### config.mk
export PLATFORM = sky130hd
export DESIGN_NAME = cam_capture
export DESIGN_NICKNAME = d
export VERILOG_FILES = /design/src/rtl/cam_capture_pkg.sv /design/src/rtl/cam_px_pack.sv /design/src/rtl/cam_capture.sv
export SDC_FILE = /design/constraint.sdc
export NUM_CORES = 1
export LEC_CHECK = 0
export BUFFER_PORTS_ARGS = -buffer_cell sky130_fd_sc_hd__buf_4
export CAP_MARGIN = 20
export CORE_UTILIZATION = 45
export CTS_CLUSTER_DIAMETER = 60
export DETAILED_ROUTE_END_ITERATION = 12
export PLACE_DENSITY_LB_ADDON = 0.08
export SYNTH_ARGS = -nofsm -noshare
export SYNTH_HDL_FRONTEND = slang
export SYNTH_SLANG_ARGS = --single-unit
export TNS_END_PERCENT = 1
### constraint.sdc
create_clock -name CAM_pclk -period 6.5 [get_ports CAM_pclk]
set_clock_uncertainty 0.15 [all_clocks]
set_input_delay 0.975 -clock CAM_pclk [delete_from_list [all_inputs] [get_ports CAM_pclk]]
set_output_delay 0.975 -clock CAM_pclk [all_outputs]
set_load 0.1 [all_outputs]
### src/rtl/cam_capture_pkg.sv
// rtl/cam_capture_pkg.sv - shared state encoding, size defaults and pixel field layout for cam_capture
package cam_capture_pkg;

    // Capture FSM states
    typedef enum logic [2:0] {
        S_IDLE,
        S_VSYNC,
        S_FRAME,
        S_BYTE1,
        S_BYTE2
    } cam_state_e;

    // Default frame geometry
    localparam int H_PIX_DEF = 160;
    localparam int V_PIX_DEF = 120;
    localparam int AW_DEF    = 15;

    // 12-bit stored pixel layout {R[3:0], G[3:0], B[3:0]}
    localparam int PX_W     = 12;
    localparam int PX_CH_W  = 4;
    localparam int PX_R_LSB = 8;
    localparam int PX_G_LSB = 4;
    localparam int PX_B_LSB = 0;

endpackage

### src/rtl/cam_px_pack.sv
// rtl/cam_px_pack.sv - combinational camera byte pair to 12-bit RGB444 pixel conversion
//
// Ports:
//   byte1_i  [7:0]  first byte of the pixel pair
//   byte2_i  [7:0]  second byte of the pixel pair
//   pixel_o  [11:0] packed {R[3:0], G[3:0], B[3:0]}
//
// Build option: CAM_RGB565_EN selects RGB565 input decoding; otherwise the
// bytes are taken as RGB444 (byte1 low nibble = R, byte2 = {G, B}).
module cam_px_pack
    import cam_capture_pkg::*;
(
    input  logic [7:0]      byte1_i,
    input  logic [7:0]      byte2_i,
    output logic [PX_W-1:0] pixel_o
);

    logic [PX_CH_W-1:0] red;
    logic [PX_CH_W-1:0] green;
    logic [PX_CH_W-1:0] blue;
    logic               unused_bits;

    always_comb begin
`ifdef CAM_RGB565_EN
        // Keep the top 4 bits of each RGB565 channel
        red         = byte1_i[7:4];
        green       = {byte1_i[2:0], byte2_i[7]};
        blue        = byte2_i[4:1];
        unused_bits = ^{byte1_i[3], byte2_i[6:5], byte2_i[0]};
`else
        red         = byte1_i[3:0];
        green       = byte2_i[7:4];
        blue        = byte2_i[3:0];
        unused_bits = ^byte1_i[7:4];
`endif
        pixel_o                        = '0;
        pixel_o[PX_R_LSB +: PX_CH_W]   = red;
        pixel_o[PX_G_LSB +: PX_CH_W]   = green;
        pixel_o[PX_B_LSB +: PX_CH_W]   = blue;
    end

endmodule

### src/rtl/cam_capture.sv
// rtl/cam_capture.sv - camera byte stream capture into a dual-port frame buffer
//
// Ports:
//   CAM_pclk        sole clock, rising edge
//   rst             asynchronous active-low reset
//   CAM_vsync       frame sync, high = blanking
//   CAM_href        line valid
//   CAM_px_data     camera byte
//   DP_RAM_addr_in  write address (row*H_PIX + col), held between strobes
//   DP_RAM_data_in  12-bit pixel, held between strobes
//   DP_RAM_regW     one-cycle write strobe
//   frame_done      one-cycle pulse at frame end (at least one line seen)
//   line_err        one-cycle pulse on odd-length, oversize or aborted line
//
// Build option: CAM_RGB565_EN (see cam_px_pack) selects RGB565 decoding.
module cam_capture
    import cam_capture_pkg::*;
#(
    parameter int H_PIX = H_PIX_DEF,
    parameter int V_PIX = V_PIX_DEF,
    parameter int AW    = AW_DEF
) (
    input  logic          CAM_pclk,
    input  logic          rst,
    input  logic          CAM_vsync,
    input  logic          CAM_href,
    input  logic [7:0]    CAM_px_data,
    output logic [AW-1:0] DP_RAM_addr_in,
    output logic [11:0]   DP_RAM_data_in,
    output logic          DP_RAM_regW,
    output logic          frame_done,
    output logic          line_err
);

    // Counters saturate at H_PIX / V_PIX so they never wrap
    localparam int CW = $clog2(H_PIX + 1);
    localparam int RW = $clog2(V_PIX + 1);

    localparam logic [CW-1:0] COL_MAX   = CW'(H_PIX);
    localparam logic [RW-1:0] ROW_MAX   = RW'(V_PIX);
    localparam logic [AW-1:0] LINE_STEP = AW'(H_PIX);

    cam_state_e      state_q;
    logic [CW-1:0]   col_q;
    logic [RW-1:0]   row_q;
    logic [AW-1:0]   base_q;      // row_q * H_PIX, kept incrementally
    logic [7:0]      byte1_q;
    logic            oversize_q;  // current line produced a pixel past H_PIX
    logic [AW-1:0]   addr_q;
    logic [PX_W-1:0] data_q;
    logic            regw_q;
    logic            frame_done_q;
    logic            line_err_q;

    logic [PX_W-1:0] pixel;
    logic            col_ok;
    logic            row_ok;

    assign col_ok = (col_q < COL_MAX);
    assign row_ok = (row_q < ROW_MAX);

    cam_px_pack u_px_pack (
        .byte1_i (byte1_q),
        .byte2_i (CAM_px_data),
        .pixel_o (pixel)
    );

    always_ff @(posedge CAM_pclk or negedge rst) begin
        if (!rst) begin
            state_q      <= S_IDLE;
            col_q        <= '0;
            row_q        <= '0;
            base_q       <= '0;
            byte1_q      <= '0;
            oversize_q   <= 1'b0;
            addr_q       <= '0;
            data_q       <= '0;
            regw_q       <= 1'b0;
            frame_done_q <= 1'b0;
            line_err_q   <= 1'b0;
        end else begin
            regw_q       <= 1'b0;
            frame_done_q <= 1'b0;
            line_err_q   <= 1'b0;

            case (state_q)
                S_IDLE: begin
                    if (CAM_vsync) begin
                        state_q <= S_VSYNC;
                    end
                end

                S_VSYNC: begin
                    col_q      <= '0;
                    row_q      <= '0;
                    base_q     <= '0;
                    oversize_q <= 1'b0;
                    if (!CAM_vsync) begin
                        state_q <= S_FRAME;
                    end
                end

                S_FRAME: begin
                    if (CAM_vsync) begin
                        state_q      <= S_VSYNC;
                        frame_done_q <= (row_q != '0);
                    end else if (CAM_href) begin
                        byte1_q <= CAM_px_data;
                        state_q <= S_BYTE2;
                    end
                end

                S_BYTE1: begin
                    if (CAM_vsync) begin
                        // Frame cut off mid-line
                        state_q      <= S_VSYNC;
                        frame_done_q <= (row_q != '0);
                        line_err_q   <= 1'b1;
                    end else if (CAM_href) begin
                        byte1_q <= CAM_px_data;
                        state_q <= S_BYTE2;
                    end else begin
                        // Clean end of line; only an oversize line is flagged
                        line_err_q <= oversize_q;
                        col_q      <= '0;
                        oversize_q <= 1'b0;
                        if (row_ok) begin
                            row_q  <= row_q + 1'b1;
                            base_q <= base_q + LINE_STEP;
                        end
                        state_q <= S_FRAME;
                    end
                end

                S_BYTE2: begin
                    if (CAM_vsync) begin
                        state_q      <= S_VSYNC;
                        frame_done_q <= (row_q != '0);
                        line_err_q   <= 1'b1;
                    end else if (CAM_href) begin
                        if (col_ok && row_ok) begin
                            regw_q <= 1'b1;
                            addr_q <= base_q + AW'(col_q);
                            data_q <= pixel;
                        end
                        if (col_ok) begin
                            col_q <= col_q + 1'b1;
                        end else begin
                            oversize_q <= 1'b1;
                        end
                        state_q <= S_BYTE1;
                    end else begin
                        // Odd byte count: drop the lone byte and close the line
                        line_err_q <= 1'b1;
                        col_q      <= '0;
                        oversize_q <= 1'b0;
                        if (row_ok) begin
                            row_q  <= row_q + 1'b1;
                            base_q <= base_q + LINE_STEP;
                        end
                        state_q <= S_FRAME;
                    end
                end

                default: state_q <= S_IDLE;
            endcase
        end
    end

    assign DP_RAM_addr_in = addr_q;
    assign DP_RAM_data_in = data_q;
    assign DP_RAM_regW    = regw_q;
    assign frame_done     = frame_done_q;
    assign line_err       = line_err_q;

endmodule

[After elaboration in Yosys (flattened, before gate mapping)]
Cells that the tools add are included.
Widths: inputs -> output; s select.
Cells by class
  multiply operators: 0
  shift-type cells: 0
  $add $sub $neg: 4
  div/mod/pow operators: 0
  bitwise gates (word level): 1
  equal/unequal tests: 15
  $lt $le $gt $ge: 2
  multiplexer cells: 40
  reductions and logical operators: 14
Operator list (number)
  $mux 15: 3
  $mux 8: 5
  $pmux 15 s2: 1
  $pmux 8 s3: 1
  $mux 7: 3
  $mux 3: 6
  $mux 1: 16
  $add 15x8->15: 1
  $add 15x8->15 const B: 1
  $pmux 3 s5: 1
  $ne 2x2->1 const B: 7
  $pmux 7 s2: 1
  $reduce_and 5->1: 2
  $ne 3x3->1 const B: 3
  $add 8x1->8 const B: 1
  $lt 8x8->1 const B: 1
  $reduce_and 4->1: 2
  $add 7x1->7 const B: 1
  $lt 7x7->1 const B: 1
  $reduce_bool 7->1: 1
  $eq 3x2->1 const B: 2
  $reduce_and 3->1: 2
  $reduce_or 2->1: 2
  $eq 3x1->1 const B: 1
  other kinds (11): 11
Storage, ports and cells
  latch bits: 0
  memory bits (read-only): 0
  bits of input ports: 12
  output and inout port bits: 30
  word-level logic and storage cells: 87
  flip-flop bits (word level): 68
  bits in writable memories: 0
  memories kept: 0

[Depth between registers and ports, before layout]
  depth after elaboration: 6
  depth in mapped cells: 8
  mapped depth without buffers: 6

[Modules after synthesis]
From an unflattened synthesis, not the netlist that was laid out.
Second synthesis, totals
  cell total of the unflattened synthesis: 319
  area total of the unflattened synthesis: 3428.3 sq um
Modules (own cells, without submodules)
  cam_capture: area each 3338.2 sq um, times used 1, cells an instance 307, sequential area each 1676.6 sq um
  cam_px_pack: area each 90.1 sq um, times used 1, cells an instance 12, sequential area each 0.0 sq um

[Least setup slack after synthesis]
Ideal clock, no wire load.
  path kind: input port to flip-flop
  start point: input CAM_href
  end point: register addr_q[10], in the netlist DP_RAM_addr_in[10]
  library setup time: 134 ps
  path slack: 3830 ps
  arrival: 2386 ps
  stages on the path: 7
  buffers on the path: 3
  required time: 6216 ps
  cell sequence: clkbuf_1 nand2_1 or4_1 buf_2 buf_2 nand2_1 o21ai_0
Between the ends
  longest elaborated chain between the ends: 1
RTL lines
  start, declared: line cam_capture.sv:26  | input logic CAM_href,
  $reduce_and 4->1 (no source line)
  end signal, assigned: line cam_capture.sv:143  | addr_q <= base_q + AW'(col_q);
  end, declared: line cam_capture.sv:49  | logic [AW-1:0] addr_q;
Every way passes these cells.
A chain may end at the register's enable or synchronous reset.

[Final worst setup path]
  start point: register state_q[2]
  end point: register addr_q[0], in the netlist DP_RAM_addr_in[0]
Between the ends
  longest elaborated chain between the ends: 2
RTL lines
  start, declared: line cam_capture.sv:43  | cam_state_e state_q;
  start signal, assigned: line cam_capture.sv:70  | state_q <= S_IDLE;
  start signal, assigned: line cam_capture.sv:89  | state_q <= S_VSYNC;
  start signal, assigned: line cam_capture.sv:99  | state_q <= S_FRAME;
  $eq 3x3->1: line cam_capture.sv:86  | case (state_q)
  $reduce_and 4->1 (no source line)
Every way passes these cells.

==> impl_metrics.toml <==
[outcome]
status = "finished clean"

[drt]
via_per_inst = 5.28
ant_nets = 0
post_drt_wl_per_cell_um = 13.7
vias = 2372
drt_iter0_markers = 148
routed_wl_um = 6160
route.detailed.drc = 0
first_pass_iters = 6

[clock_tree]
clockBufferDepth = 2
clk_pin_slew_ns = 0.08
cts_setup_buffers = 0
postCtsHoldBufs = 0
cts_buffers = 9
root_buffer = "clkbuf_8"
cts_resized = 0
htreeDepth = 3
cts_tree = "built"
clock-sinks = 63
clk_latency_ns = 0.35

[power]
irDropWorstVdd_mv = 0.181
p_total_mw = 1.11
power_density_mw_per_mm2 = 295
leakage_nw = 1.74

[global_routing]
antenna_found_initial = 0
grt_max_degree = 64
grt_pass1_wl_um = 10700
grt_overflow = 0
grt_pass1_vias = 2323
grtUsageTotal_pct = 18.9

[cells_and_area]
final_cell_mix = "dfrtp_1, buf_4, nor2_1"
syn2layout_area_growth_pct = 19.1
layout.nets = 368
final_util_pct = 55.4
diodes = 0
fillers = 646
drive_gt1_share_pct = 24.4
final_area_mm2 = 0.00376
instances_no_fill = 449
final_common_cell = "dfrtp_1"

[synthesis]
syn_nets = 328
synth_seq_cells = 63
synth.largest_area_cell = "dfrtp_1"
synthTopCellsByArea = "dfrtp_1, mux2_2, xnor2_1"
synth_cell_types = 43
synth_top_area_share_pct = 49.9
syn_inst = 308
synth_area_mm2 = 0.00316
yosysSeqAreaShare_pct = 49.9
yosysWarnings = 0
syn_avg_cell_area_um2 = 10.3

[timing]
min_period_over_period_pct = 40.1
setup_viol = 0
maxSlewViolCount = 0
setup-tns-final_ns = 0
period_minus_slack_ns = 2.61
slew_headroom_pct = 48.5
worstMarginPinSlew_ns = 0.773
report.final.hold_viol_count = 0
rsz0062_at_grt = "false"
clock.fmax_mhz = 384

[floorplanning]
dieArea_mm2 = 0.00736
die_w_um = 85.8
start_util_pct = 46.5
coreArea_mm2 = 0.00679
die_h_um = 85.8
rows = 30
io_pins = 42

[placed_design]
portBuffers = 41
gp_congestion = 0.873
placed_cell_area_mm2 = 0.00354
placed_cells = 433
hpwl_um = 4320

[run]
drv_cap = 0

[critical_path]
reg2reg_from = "state_q[2]"
cp_slowest_cell = "dfrtp_1"
r2r_setup_slack_ns = 3.89
crit_path_cell_trace = "nor3b_2 > nand2_1 > or4_1 > buf_4 > mux2_2"
arrival_ns = 2.68
reg2regPathDepth = 5
reg2reg_to = "DP_RAM_addr_in[0]"
critPathMaxFanout = 39
crit_required_ns = 6.58
critPathKind = "flip-flop to flip-flop"
end_kind = "flip-flop"
startpoint_type = "flip-flop"
max_stage_delay_ns = 0.73

[min_path]
hold_path_depth = 2
worstHoldStart = "DP_RAM_addr_in[13]"
hold_end = "DP_RAM_addr_in[13]"
hold_path_class = "flip-flop to flip-flop"
-- state kept, by name (all words and copies together), names as in the netlist --
signal / count
line_err: 1
DP_RAM_regW: 1
state_q: 3
byte1_q: 4
col_q: 8
base_q: 10
DP_RAM_addr_in: 15
oversize_q: 1
row_q: 7
DP_RAM_data_in: 12
frame_done: 1
-- where the power goes --
group	internal, mW	switching, mW
Sequential	0.428	0.0351
Clock	0.226	0.155
Combinational	0.0753	0.191
-- layer usage --
layer  global-route usage, %  part of all wire, %  up-vias  routed length, um
met5                       0                    0        -                  0
met4                    9.09                  1.3        0                 81
met3                    4.04                  3.3        8                202
met2                    30.6                   47       49               2920
met1                    24.2                   48     1134               2960
li1                        -                    -     1181                  -
-- final cells by class --
cell class              count  area (um2)  share of cell area [%]
clock buffers              11         141                    3.76
clock inverters             5        81.3                    2.16
multi-input cells         224        1500                    39.7
inverters                   7        26.3                   0.698
repair buffers             43         323                    8.57
well taps                  96         120                    3.19
flip-flops and latches     63        1580                    41.9
-- worst max-delay path, delay by kind of cell (launching register included) --
kind,cells,cell delay (ns)
and+or+nand+nor,3,1.00
DFF,1,0.73
buffers and inverters,1,0.26
muxes,1,0.32
-- worst max-delay path by stage --
stage | from | endpoint | slack [ns] | depth (start not counted)
after global placement | CAM_href | DP_RAM_addr_in[5] | 3.86 | 5
after floorplan | CAM_href | DP_RAM_addr_in[10] | 3.83 | 7
final | state_q[2] | DP_RAM_addr_in[0] | 3.89 | 5
after detailed placement | CAM_href | DP_RAM_addr_in[0] | 3.83 | 5
after global routing | state_q[2] | DP_RAM_addr_in[5] | 3.76 | 5
after CTS | state_q[2] | DP_RAM_addr_in[0] | 3.90 | 5
-- cell usage after synthesis --
cell / number
a21o_4: 1
and3_1: 4
a41oi_2: 1
buf_2: 4
a311oi_1: 2
a31oi_1: 2
a31o_2: 1
buf_4: 1
nand4b_1: 2
nor3b_1: 1
a211oi_1: 5
mux2_2: 20
nor2_1: 29
o22a_4: 1
and4_1: 2
inv_1: 7
nand2_1: 28
o21bai_1: 2
nand3_1: 15
o221a_2: 1
o32ai_1: 2
a21oi_1: 19
or3_1: 3
a21boi_0: 2
dfrtp_1: 63
clkbuf_1: 9
or4b_2: 1
nand2b_1: 5
conb_1: 1
or4_1: 4
ha_1: 8
nor3_1: 3
nand4_1: 3
o311a_1: 1
mux2i_1: 3
o21a_1: 3
xor2_1: 8
a41oi_1: 1
or3b_4: 1
o21ai_0: 22
xnor2_1: 13
o22ai_1: 3
nor3b_2: 1
-- per-stage QoR --
step	setup slack (ns)	hold slack (ns)
final	3.89	0.329
after detailed placement	3.83	0.322
after global placement	3.86	0.316
after CTS	3.90	0.337
after global routing	3.76	0.365
after floorplan	3.83	0.313
-- logic make-up after synthesis --
| family | count (synthesis) | synth area share [%] |
|---|---|---|
| mux | 23 | 8.08 |
| buf+inv | 21 | 2.77 |
| xor+xnor | 21 | 5.82 |
| fa+ha+maj | 8 | 3.17 |
| compound gates | 69 | 14.2 |
| other cells | 1 | 0.119 |
| flops | 63 | 49.9 |
| simple gates | 102 | 16.0 |
Power figures use the tool's default switching activity.
